`config.mk`:
```
export PLATFORM = sky130hd
export DESIGN_NAME = gen1_tx_os_scheduler
export DESIGN_NICKNAME = d
export VERILOG_FILES = /design/src/rtl/gen1_tx_os_scheduler.sv
export SDC_FILE = /design/constraint.sdc
export NUM_CORES = 1
export LEC_CHECK = 0
export ABC_AREA = 1
export CORE_UTILIZATION = 50
export DETAILED_ROUTE_END_ITERATION = 10
export GPL_TIMING_DRIVEN = 0
export PLACE_DENSITY = 0.86
export SLEW_MARGIN = 20
export SYNTH_ARGS = -nofsm -noshare
export SYNTH_HDL_FRONTEND = slang
export SYNTH_SLANG_ARGS = --single-unit
```
`constraint.sdc`:
```
create_clock -name clk_i -period 9.7 [get_ports clk_i]
set_clock_uncertainty 0.05 [all_clocks]
set_input_delay 1.94 -clock clk_i [delete_from_list [all_inputs] [get_ports clk_i]]
set_output_delay 1.94 -clock clk_i [all_outputs]
set_load 0.005 [all_outputs]
```
`src/rtl/gen1_tx_os_scheduler.sv`:
```
// gen1_tx_os_scheduler
//   Gen1 transmit-side symbol scheduler feeding the scrambler. Each cycle it
//   picks one of: a link-layer beat, a SKP ordered set, a one-shot EIOS, or
//   logical idle. Ordered sets are only inserted at packet boundaries. The
//   PIPE width can be 8, 16 or 32 bits (N = 1/2/4 symbols per cycle).
//
// Ports
//   clk_i, rst_i       clock, synchronous active-high reset
//   tx_en_i            transmitter enable from the LTSSM
//   pipe_width_i       PIPE width in bits; N = pipe_width_i>>3 (1/2/4, else 1)
//   link_valid_i/link_ready_o/link_data_i/link_k_i/link_last_i
//                      link beat handshake; ready is combinational
//   eios_req_i         level request for an EIOS at the next boundary
//   eios_done_o        pulse on the cycle after the last EIOS symbol
//   skp_sent_o         pulse on the cycle a SKP OS starts on data_o
//   data_valid_o, data_o, data_k_o
//                      registered symbol stream; byte 0 = first symbol

// One byte lane: chooses the ordered-set symbol for its slot, the link byte,
// or zero (logical idle / unused lane).
module gen1_tx_os_lane #(
  parameter int LANE = 0
) (
  input  logic       lane_en,
  input  logic       emit_os,
  input  logic       emit_beat,
  input  logic       os_is_skp,
  input  logic [1:0] os_base,
  input  logic [7:0] link_sym,
  input  logic       link_k,
  output logic [7:0] sym,
  output logic       sym_k
);
  localparam logic [7:0] COM = 8'hBC;
  localparam logic [7:0] SKP = 8'h1C;
  localparam logic [7:0] IDL = 8'h7C;

  // Position of this lane's symbol inside the 4-symbol ordered set.
  logic [1:0] os_pos;
  assign os_pos = os_base + 2'(LANE);

  always_comb begin
    sym   = '0;
    sym_k = 1'b0;
    if (lane_en && emit_os) begin
      sym   = (os_pos == 2'd0) ? COM : (os_is_skp ? SKP : IDL);
      sym_k = 1'b1;
    end else if (lane_en && emit_beat) begin
      sym   = link_sym;
      sym_k = link_k;
    end
  end
endmodule

module gen1_tx_os_scheduler #(
  parameter int SKP_INTERVAL    = 1180,
  parameter int MAX_SKP_PENDING = 3
) (
  input  logic        clk_i,
  input  logic        rst_i,
  input  logic        tx_en_i,
  input  logic [5:0]  pipe_width_i,
  input  logic        link_valid_i,
  output logic        link_ready_o,
  input  logic [31:0] link_data_i,
  input  logic [3:0]  link_k_i,
  input  logic        link_last_i,
  input  logic        eios_req_i,
  output logic        eios_done_o,
  output logic        skp_sent_o,
  output logic        data_valid_o,
  output logic [31:0] data_o,
  output logic [3:0]  data_k_o
);
  localparam int NUM_LANES = 4;
  localparam int PEND_W    = $clog2(MAX_SKP_PENDING + 1);

  typedef enum logic [1:0] {S_OFF, S_STREAM, S_OS, S_EI} state_t;

  state_t              state_q, state_d;
  logic [11:0]         sym_cnt_q, sym_cnt_d;
  logic [PEND_W-1:0]   skp_pend_q, skp_pend_d;
  logic [1:0]          os_idx_q, os_idx_d;
  logic                os_skp_q, os_skp_d;
  logic                in_pkt_q, in_pkt_d;

  logic [2:0]          nsym;
  logic                boundary, start_eios, start_skp, start_os;
  logic                os_active, os_end, os_skp, accept, cnt_run, cnt_wrap;
  logic [1:0]          os_base;
  logic [2:0]          os_next;
  logic [12:0]         cnt_sum;
  logic                valid_d, done_d;
  logic [NUM_LANES-1:0]            lane_en;
  logic [NUM_LANES-1:0][7:0]       lane_sym;
  logic [NUM_LANES-1:0]            lane_k;

  // Width decode; the low three bits never affect N.
  logic unused_pw_lsbs;
  assign unused_pw_lsbs = ^pipe_width_i[2:0];

  always_comb begin
    case (pipe_width_i[5:3])
      3'd2:    nsym = 3'd2;
      3'd4:    nsym = 3'd4;
      default: nsym = 3'd1;
    endcase
  end

  // Boundary arbitration: EIOS beats SKP beats link traffic.
  assign boundary   = tx_en_i && (state_q == S_STREAM) && !in_pkt_q;
  assign start_eios = boundary && eios_req_i;
  assign start_skp  = boundary && !eios_req_i && (skp_pend_q != '0);
  assign start_os   = start_eios || start_skp;

  // The boundary cycle that starts an OS already emits its first N symbols,
  // so the OS follows the previous packet without an idle gap. S_OS only
  // covers the remaining symbols at narrow widths.
  assign os_active = start_os || (tx_en_i && (state_q == S_OS));
  assign os_base   = (state_q == S_OS) ? os_idx_q : 2'd0;
  assign os_skp    = (state_q == S_OS) ? os_skp_q : start_skp;
  assign os_next   = {1'b0, os_base} + nsym;
  assign os_end    = os_active && (os_next >= 3'd4);

  assign link_ready_o = !rst_i && tx_en_i && (state_q == S_STREAM) && !start_os;
  assign accept       = link_ready_o && link_valid_i;

  // SKP interval counter runs in every symbol-producing cycle, OS included.
  assign cnt_run  = tx_en_i && ((state_q == S_STREAM) || (state_q == S_OS));
  assign cnt_sum  = {1'b0, sym_cnt_q} + {10'b0, nsym};
  assign cnt_wrap = cnt_run && (cnt_sum >= 13'(SKP_INTERVAL));

  // State register
  always_ff @(posedge clk_i) begin
    if (rst_i) begin
      state_q      <= S_OFF;
      sym_cnt_q    <= '0;
      skp_pend_q   <= '0;
      os_idx_q     <= '0;
      os_skp_q     <= 1'b0;
      in_pkt_q     <= 1'b0;
      data_valid_o <= 1'b0;
      data_o       <= '0;
      data_k_o     <= '0;
      eios_done_o  <= 1'b0;
      skp_sent_o   <= 1'b0;
    end else begin
      state_q      <= state_d;
      sym_cnt_q    <= sym_cnt_d;
      skp_pend_q   <= skp_pend_d;
      os_idx_q     <= os_idx_d;
      os_skp_q     <= os_skp_d;
      in_pkt_q     <= in_pkt_d;
      data_valid_o <= valid_d;
      data_o       <= lane_sym;
      data_k_o     <= lane_k;
      eios_done_o  <= done_d;
      skp_sent_o   <= start_skp;
    end
  end

  // Next-state and counter logic
  always_comb begin
    state_d = state_q;
    if (!tx_en_i)
      state_d = S_OFF;
    else if (os_active)
      state_d = !os_end ? S_OS : (os_skp ? S_STREAM : S_EI);
    else if (state_q == S_OFF)
      state_d = S_STREAM;

    if (!cnt_run)
      sym_cnt_d = '0;
    else if (cnt_wrap)
      sym_cnt_d = 12'(cnt_sum - 13'(SKP_INTERVAL));
    else
      sym_cnt_d = cnt_sum[11:0];

    // A simultaneous increment and SKP start cancel out.
    skp_pend_d = skp_pend_q;
    if (!cnt_run)
      skp_pend_d = '0;
    else if (cnt_wrap && !start_skp && (skp_pend_q != PEND_W'(MAX_SKP_PENDING)))
      skp_pend_d = skp_pend_q + 1'b1;
    else if (!cnt_wrap && start_skp)
      skp_pend_d = skp_pend_q - 1'b1;

    in_pkt_d = in_pkt_q;
    if (!tx_en_i)
      in_pkt_d = 1'b0;
    else if (accept)
      in_pkt_d = !link_last_i;

    os_idx_d = (os_active && !os_end) ? os_next[1:0] : 2'd0;
    os_skp_d = os_active ? os_skp : 1'b0;
  end

  // Output logic
  always_comb begin
    valid_d = cnt_run;
    // data_valid_o is still high only on the first EI cycle (it carried the
    // last EIOS symbol), which is exactly when the done pulse is due.
    done_d  = tx_en_i && (state_q == S_EI) && data_valid_o;
  end

  for (genvar j = 0; j < NUM_LANES; j++) begin : g_lane
    assign lane_en[j] = (3'(j) < nsym);
    gen1_tx_os_lane #(.LANE(j)) u_lane (
      .lane_en   (lane_en[j]),
      .emit_os   (os_active),
      .emit_beat (accept),
      .os_is_skp (os_skp),
      .os_base   (os_base),
      .link_sym  (link_data_i[8*j +: 8]),
      .link_k    (link_k_i[j]),
      .sym       (lane_sym[j]),
      .sym_k     (lane_k[j])
    );
  end
endmodule

```
== Yosys cells after proc, flatten, opt, wreduce, memory -nomap -nowiden ==
Index checks and enable logic that the tools add are counted.
Word-level totals
  logic and storage cells: 116
  flip-flop bits (word level): 59
  input port bits: 48
Cells by class
  $lt $le $gt $ge: 6
  bitwise operators: 4
  add/subtract/negate cells: 8
  reduce and logical (&&, ||, !) cells: 50
  equal/unequal tests: 6
  muxes and demuxes: 31
Operator list (count)
  $mux W8: 12
  $logic_and A1 B1 Y1: 27
  $mux W2: 7
  $add A12 B3 Y13: 1
  $ge A13 B11 Y1 const B: 1
  $mux W12: 1
  $sub A12 B11 Y12 const B: 1
  $logic_not A2 Y1: 5
  $mux W1: 9
  $logic_not A1 Y1: 8
  $reduce_or A2 Y1: 4
  $mux W7: 1
  $lt A1 B3 Y1 const A: 2
  $lt A2 B3 Y1 const A: 2
  $pmux W3 S2: 1
  $reduce_bool A2 Y1: 3
  $add A2 B1 Y2 const B: 2
  $add A2 B2 Y2 const B: 2
  $eq A2 B2 Y1 const B: 2
  $not A1 Y1: 4
  $add A2 B3 Y3: 1
  $eq A3 B2 Y1 const B: 1
  $eq A3 B3 Y1 const B: 1
  $ge A3 B3 Y1 const B: 1
  other kinds (4): 6

== Depth between registers and ports, before layout ==
Gate-level depths: netlist of run 1.
  depth after elaboration: 12
  gate-level depth with buffers: 22

== By module ==
From an unflattened synthesis of run 1, not the netlist that was laid out.
Unflattened totals
  cell total of the unflattened synthesis: 499
  area, all modules: 3176.8 um^2
By module, submodules not included
  gen1_tx_os_scheduler: cells each 378, instances 1, area each 2670.1 um^2
  gen1_tx_os_lane (g_lane[2].u_lane ...): cells each 30, instances 2, area each 121.4 um^2
  gen1_tx_os_lane (g_lane[1].u_lane): cells each 30, instances 1, area each 137.6 um^2
  gen1_tx_os_lane (g_lane[0].u_lane): cells each 31, instances 1, area each 126.4 um^2

== Worst setup path before layout of run 1 ==
OpenSTA, ideal clock, no wires.
  kind: input to output
  start: input port tx_en_i
  end: output port link_ready_o
  arrival: 2689 ps
  slack: 5021 ps
  cell stages on the path: 7
  buffers on the path: 0
  path through: inv_1 > nor3_1 > o211ai_1 > inv_1 > a21oi_1 > inv_1 > nor3_1
Between the ends
  word-level cells in the longest chain between the ends: 7
  elaborated cells between the ends (all ways): 10
  classes of those cells: reduce/logical: 10
RTL lines
  from (decl): line 61  | input logic tx_en_i,
  $logic_and A1 B1 Y1 (2 in series): line 111  | assign boundary = tx_en_i && (state_q == S_STREAM) && !in_pkt_q;
  $logic_and A1 B1 Y1 (2 in series): line 113  | assign start_skp = boundary && !eios_req_i && (skp_pend_q != '0);
  $logic_or A1 B1 Y1: line 114  | assign start_os = start_eios || start_skp;
  $logic_not A1 Y1: line 125  | assign link_ready_o = !rst_i && tx_en_i && (state_q == S_STREAM) && !start_os;
  $logic_and A1 B1 Y1 (*): line 125
  to (decl): line 64  | output logic link_ready_o,
Mark *: on every way between the ends. The rest lies on a longest branch, timed or not.

== Worst setup path after layout of run 1 ==
Ends and elaborated chain as after synthesis.

==> flow_summary.ini, run 1 <==
[outcome]
status = complete, no violations

[synth]
synth_xor_area_share_pct = 1.82
ys_ff_latch = 59
syn_inst = 400
synth_top_family_by_area = simple AND/OR/NAND/NOR gates
yosys.area.top_type = dfxtp_1
netlist_area_mm2 = 0.00288
synth-simple-area-share_pct = 35.6
ys_async_sr_fraction_pct = 0
synthesis.nets = 459
ys_top_cells_by_area = dfxtp_1, nand2_1, inv_1, nand3_1, nor2_1
ys_warn_count = 0
synth.top_cell.area_share_pct = 41.0
ys_types = 33
synth_top_flop_cell = dfxtp_1
synth.area.mux_share_pct = 0
synthAdderAreaFrac_pct = 5.30
ys_seq_area_share_pct = 41.0
syn_avg_cell_area_um2 = 7.20
synth_edf_count = 0
synth_compound_area_share_pct = 7.56

[place]
dp_hpwl_um = 5670
placed_area_mm2 = 0.00381
portBuffers = 84
routabilityCongestion = 0.800
place_ws_ps = 3850

[global_routing]
overflow = 0
grt_pass1_wl_um = 12400
grt_antenna_before_repair = 0
grt_max_degree = 12
grt_usage_pct = 26.3
first_global_vias = 2763

[cells_and_area]
regArea_mm2 = 0.00118
antenna_cells = 0
final_core_util_pct = 72.4
fillers = 422
layout_common_cells = nand2_1, clkdlybuf4s50_1, dfxtp_1
final_common_cell = nand2_1
layout-area-overhead-vs-synth_pct = 39.3
drive_gt1_share_pct = 9.20
num-nets-final = 554
multi_input_area_mm2 = 0.00145
final_cell_area_mm2 = 0.00401

[pwr]
p_leak_uw = 0.00176
peakVddDrop_v = 0.0000833
pwr_density_cell_mw_per_mm2 = 127

[timing]
fin_crit_ps = 5910
maxSlewViolCount = 0
final.setup.tns_ps = 0
worst_slack_ps = 3790
rsz0062_at_grt = false
tightest_slew_ps = 507
hold_viol = 0
max_freq_mhz = 169
slew_headroom_pct = 66.1
setup_viol = 0
finalCritPeriodShare_pct = 60.9

[die]
num_io_pins = 88
row_count = 27
coreArea_mm2 = 0.00554
dieWidth_um = 77.9
dieArea_mm2 = 0.00607
start_util_pct = 52.0
dieHeight_um = 77.9

[detailed_routing]
drt_iter0_markers = 179
via_per_inst = 5.13
wl_per_cell_um = 13.2
vias = 2935
drtAntennaViolNets = 0
firstDrtPassIters = 5
drt-total-wl_um = 7570
drcViolationCount = 0

[cts]
cts_tree = done
worstSkewPairLatency_ps = 340
clockRootBuffer = clkbuf_8
clk_pin_slew_worst_paths_ps = 70
ctsHoldBuffers = 0
htreeDepth = 3
cts_resized = 0
clock_sinks = 59
numCtsBuffers = 9
clock_path_buffers = 2
post-cts-setup-buffers = 0

[worst_setup_path]
cp_max_fo = 3
crit_type = input pin to output port
critPathRequiredTime_ps = 7710
cp_slowest_cell = clkdlybuf4s50_1
start_kind = input pin
crit_arrival_ps = 3920
cpPeakStageDelay_ps = 540
cp-end-kind = output port
crit_path_cell_trace = clkdlybuf4s50_1 -> inv_1 -> nor3_1 -> o211ai_1 -> inv_1 -> a21oi_1 -> inv_1 -> nor3_1 -> clkdlybuf4s50_1
crit_top_cell = inv_1

[flow_run]
maxCapViolations = 0

[hold_path]
min-delay-path-class = flip-flop to flip-flop
## logic make-up after synthesis
group | Yosys count
AND/OR/NAND/NOR | 223
buffers and inverters | 63
flip-flops | 59
AO/OA/AOI/OAI | 38
adder cells (fa/ha/maj) | 11
XOR/XNOR | 6
## cells in the mapped netlist (5+ instances only)
cell type / n
dfxtp_1: 59
ha_1: 9
nor2_1: 41
nand3_1: 38
nor3_1: 8
nand2_1: 99
nand4_1: 7
a21oi_1: 19
o21ai_0: 8
nand2_2: 16
inv_1: 53
nand3b_1: 5
## through the flow
step                      hold slack, ps  power (µW)  std cells
after detailed placement             389         289        556
after floorplan                      388         264        400
after global placement               390         288        556
final                                395         511        572
after CTS                            400         512        572
after global routing                 434         528        572
## report_power, final
group          switching [µW]  internal [µW]  leakage, µW  total [µW]
logic                    17.0           22.4      0.00118        39.4
clock network             101            125    0.0000987         227
registers               0.953            244     0.000476         245
## worst max-delay path: cells and delay by family
| kind | cells | cell delay (ps) |
|---|---|---|
| buffers and inverters | 5 | 1240 |
| AOI/OAI and AO/OA | 2 | 490 |
| and+or+nand+nor | 2 | 240 |
## final cells by class
class / instances / area share (%)
inverter: 55 / 5.14
buffer: 8 / 1.15
timing repair buffer: 84 / 20.9
clock inverter: 6 / 1.59
clock buffer: 10 / 3.43
tap: 72 / 2.24
sequential: 59 / 29.4
multi-input combinational: 278 / 36.1
## state kept, by name, summed over array words and instances (netlist names)
register      count
state_q           2
os_skp_q          1
skp_pend_q        2
data_k_o          4
in_pkt_q          1
os_idx_q          2
data_valid_o      1
skp_sent_o        1
sym_cnt_q        12
eios_done_o       1
data_o           32
## routing by layer
| metal | up-vias | part of all wire (%) | GRT usage [%] |
|---|---|---|---|
| met5 | - | 0 | 0 |
| li1 | 1468 | - | - |
| met2 | 111 | 48 | 45.1 |
| met3 | 13 | 6.7 | 5.29 |
| met4 | 0 | 1.4 | 11.7 |
| met1 | 1343 | 44 | 31.5 |
## final timing paths
path                                     end  depth (start not counted)  slack [ps]    startpoint
worst max-delay path            link_ready_o                          9        3790       tx_en_i
worst max register to register  sym_cnt_q[7]                         13        6830  sym_cnt_q[0]
worst min register to register   eios_done_o                          2         390  data_valid_o
worst min-delay path             eios_done_o                          2         390  data_valid_o
Power figures use the tool's default switching activity.
==> run 2, diff against run 1 <==
- CORE_UTILIZATION: 50 -> 42
- PLACE_DENSITY: 0.86 -> 0.77
- clock period: 9.7 -> 5.1 ns (I/O delays scaled with it)
==> run 2 against run 1 <==
Compared with the run above: the run now ends with design-rule violations left; sequential share of layout area is 0.22 points lower; global-route usage is 6.0 points lower; die area is 19% higher; sequential power is 90% higher; worst hold slack better by 1.1 ps; via count is 2.9% lower; non-clock buffer count stayed put; clock-buffer cell count is 1 higher; worst setup slack worse by 3100 ps; register-to-register slack worse by 4600 ps; routed wire length is 7.0% lower; critical path type is now input pin to flip-flop; largest power group is now the clock network.
==> flow_summary.ini, run 2 (same netlist as run 1, synthesis figures left out) <==
[outcome]
status = complete, but fails checks
violations = design-rule violations

[worst_setup_path]
critPathRequiredTime_ps = 5300
cp_max_fo = 10
crit_arrival_ps = 4560
start_kind = input pin
cp-end-kind = flip-flop
crit_type = input pin to flip-flop

[timing]
tightest_slew_ps = 514
slew_headroom_pct = 65.7
max_freq_mhz = 229
final.setup.tns_ps = 0
maxSlewViolCount = 0
finalCritPeriodShare_pct = 85.5
rsz0062_at_grt = false
hold_viol = 0
fin_crit_ps = 4360
setup_viol = 0
worst_slack_ps = 739

[pwr]
p_int_uw = 806
combPwrFrac_pct = 7.2
sw_frac_of_total_pct = 21.2
peakVddDrop_v = 0.000170
pwr_density_cell_mw_per_mm2 = 253
p_clk_share_pct = 47.2
p_leak_uw = 0.00178
pwr-share-seq_pct = 45.6
p_switching_uw = 217

[die]
dieHeight_um = 84.8
start_util_pct = 44.4
coreArea_mm2 = 0.00649
dieArea_mm2 = 0.00720
dieWidth_um = 84.8
num_io_pins = 88
row_count = 29

[detailed_routing]
vias = 2850
via_per_inst = 4.95
drt-total-wl_um = 7040
firstDrtPassIters = 9
drcViolationCount = 14
drtAntennaViolNets = 0
wl_per_cell_um = 12.2
drt_iter0_markers = 165

[place]
dp_hpwl_um = 5340
portBuffers = 84
routabilityCongestion = 0.817
place_ws_ps = 375

[cts]
cts_resized = 0
htreeDepth = 3
clockRootBuffer = clkbuf_8
clock_sinks = 59
clk_pin_slew_worst_paths_ps = 60
ctsHoldBuffers = 0
cts_tree = done
post-cts-setup-buffers = 0
clock_path_buffers = 2
worstSkewPairLatency_ps = 340
numCtsBuffers = 9

[flow_run]
maxCapViolations = 0

[cells_and_area]
drive_gt1_share_pct = 9.02
multi_input_area_mm2 = 0.00145
final_common_cell = nand2_1
num-nets-final = 554
antenna_cells = 0
largest_reg_flops = 32
final_core_util_pct = 62.3
regMostFlops = data_o
fillers = 572
layout-area-overhead-vs-synth_pct = 40.3
regArea_mm2 = 0.00118
largest_registers = data_o (32), sym_cnt_q (12), data_k_o (4)
layout_common_cells = nand2_1, clkdlybuf4s50_1, dfxtp_1

[global_routing]
grt_usage_pct = 20.3
grt_max_degree = 11
grt_pass1_wl_um = 11500
first_global_vias = 2492
grt_antenna_before_repair = 0
overflow = 0

[hold_path]
min-delay-path-class = flip-flop to flip-flop
-- run 2: cell count changes in the layout (fill, tap and decap cells not counted) --
cell / change
clkinvlp_4: -2
bufinv_16: +1
clkbuf_8: +1
clkinv_2: -1
clkinv_4: +1
inv_6: -1
-- run 2: critical path: stages --
cell and delay [ps]:
clkdlybuf4s50_1 480, inv_1 40, nor2_1 80, inv_1 40, nor2_1 320, nor2_1 160
ha_1 270, fa_1 450, xor2_1 370, ha_1 260, nand3_1 150, nor2_1 130
nand3_1 110, nor2_2 140, nor2_4 50, nand2_4 80, buf_6 140, nand3_1 70
a21oi_1 210
-- run 2: through the flow --
step	std cells	power (µW)	instance area, µm²	hold WS [ps]
after global placement	561	549	3820	394
after floorplan	400	502	2880	388
after global routing	576	1060	4040	442
after CTS	576	1030	4040	404
final	576	1020	4040	396
after detailed placement	561	550	3820	396
-- run 2: power by group through the flow --
stage,Clock (µW),Combinational (µW),Sequential (µW)
5_1_grt,515,80.5,466
3_3_place_gp,0,72.5,477
4_1_cts,492,73.9,466
6_report,483,73.6,466
3_5_place_dp,0,73.2,477
2_1_floorplan,0,24.7,477
-- run 2: per-layer routing --
metal	vias up	part of all wire [%]	global-route usage (%)
met5	-	0	0
met4	0	1.2	7.70
met3	8	8.1	5.84
met2	105	45	32.4
met1	1275	46	26.0
li1	1462	-	-
-- run 2: worst paths after layout --
kind | startpoint | endpoint | slack (ps) | cells after the start
worst max-delay path | pipe_width_i[4] | sym_cnt_q[7] | 740 | 19
worst max register to register | sym_cnt_q[0] | sym_cnt_q[7] | 2260 | 13
worst min-delay path | data_valid_o | eios_done_o | 400 | 2
worst min register to register | data_valid_o | eios_done_o | 400 | 2
-- run 2: layout make-up --
cell class,instances,share of cell area (%)
multi-input cells,278,35.8
flip-flops and latches,59,29.2
repair buffers,84,20.8
inverters,55,5.11
clock buffers,11,3.74
well taps,77,2.38
clock inverters,4,1.83
plain buffers,8,1.14
==> run 3, diff against run 2 <==
- GPL_ROUTABILITY_DRIVEN: default -> 0
==> results of run 3 <==
No change in the layout: final DEF, timing and power equal those of run 2.
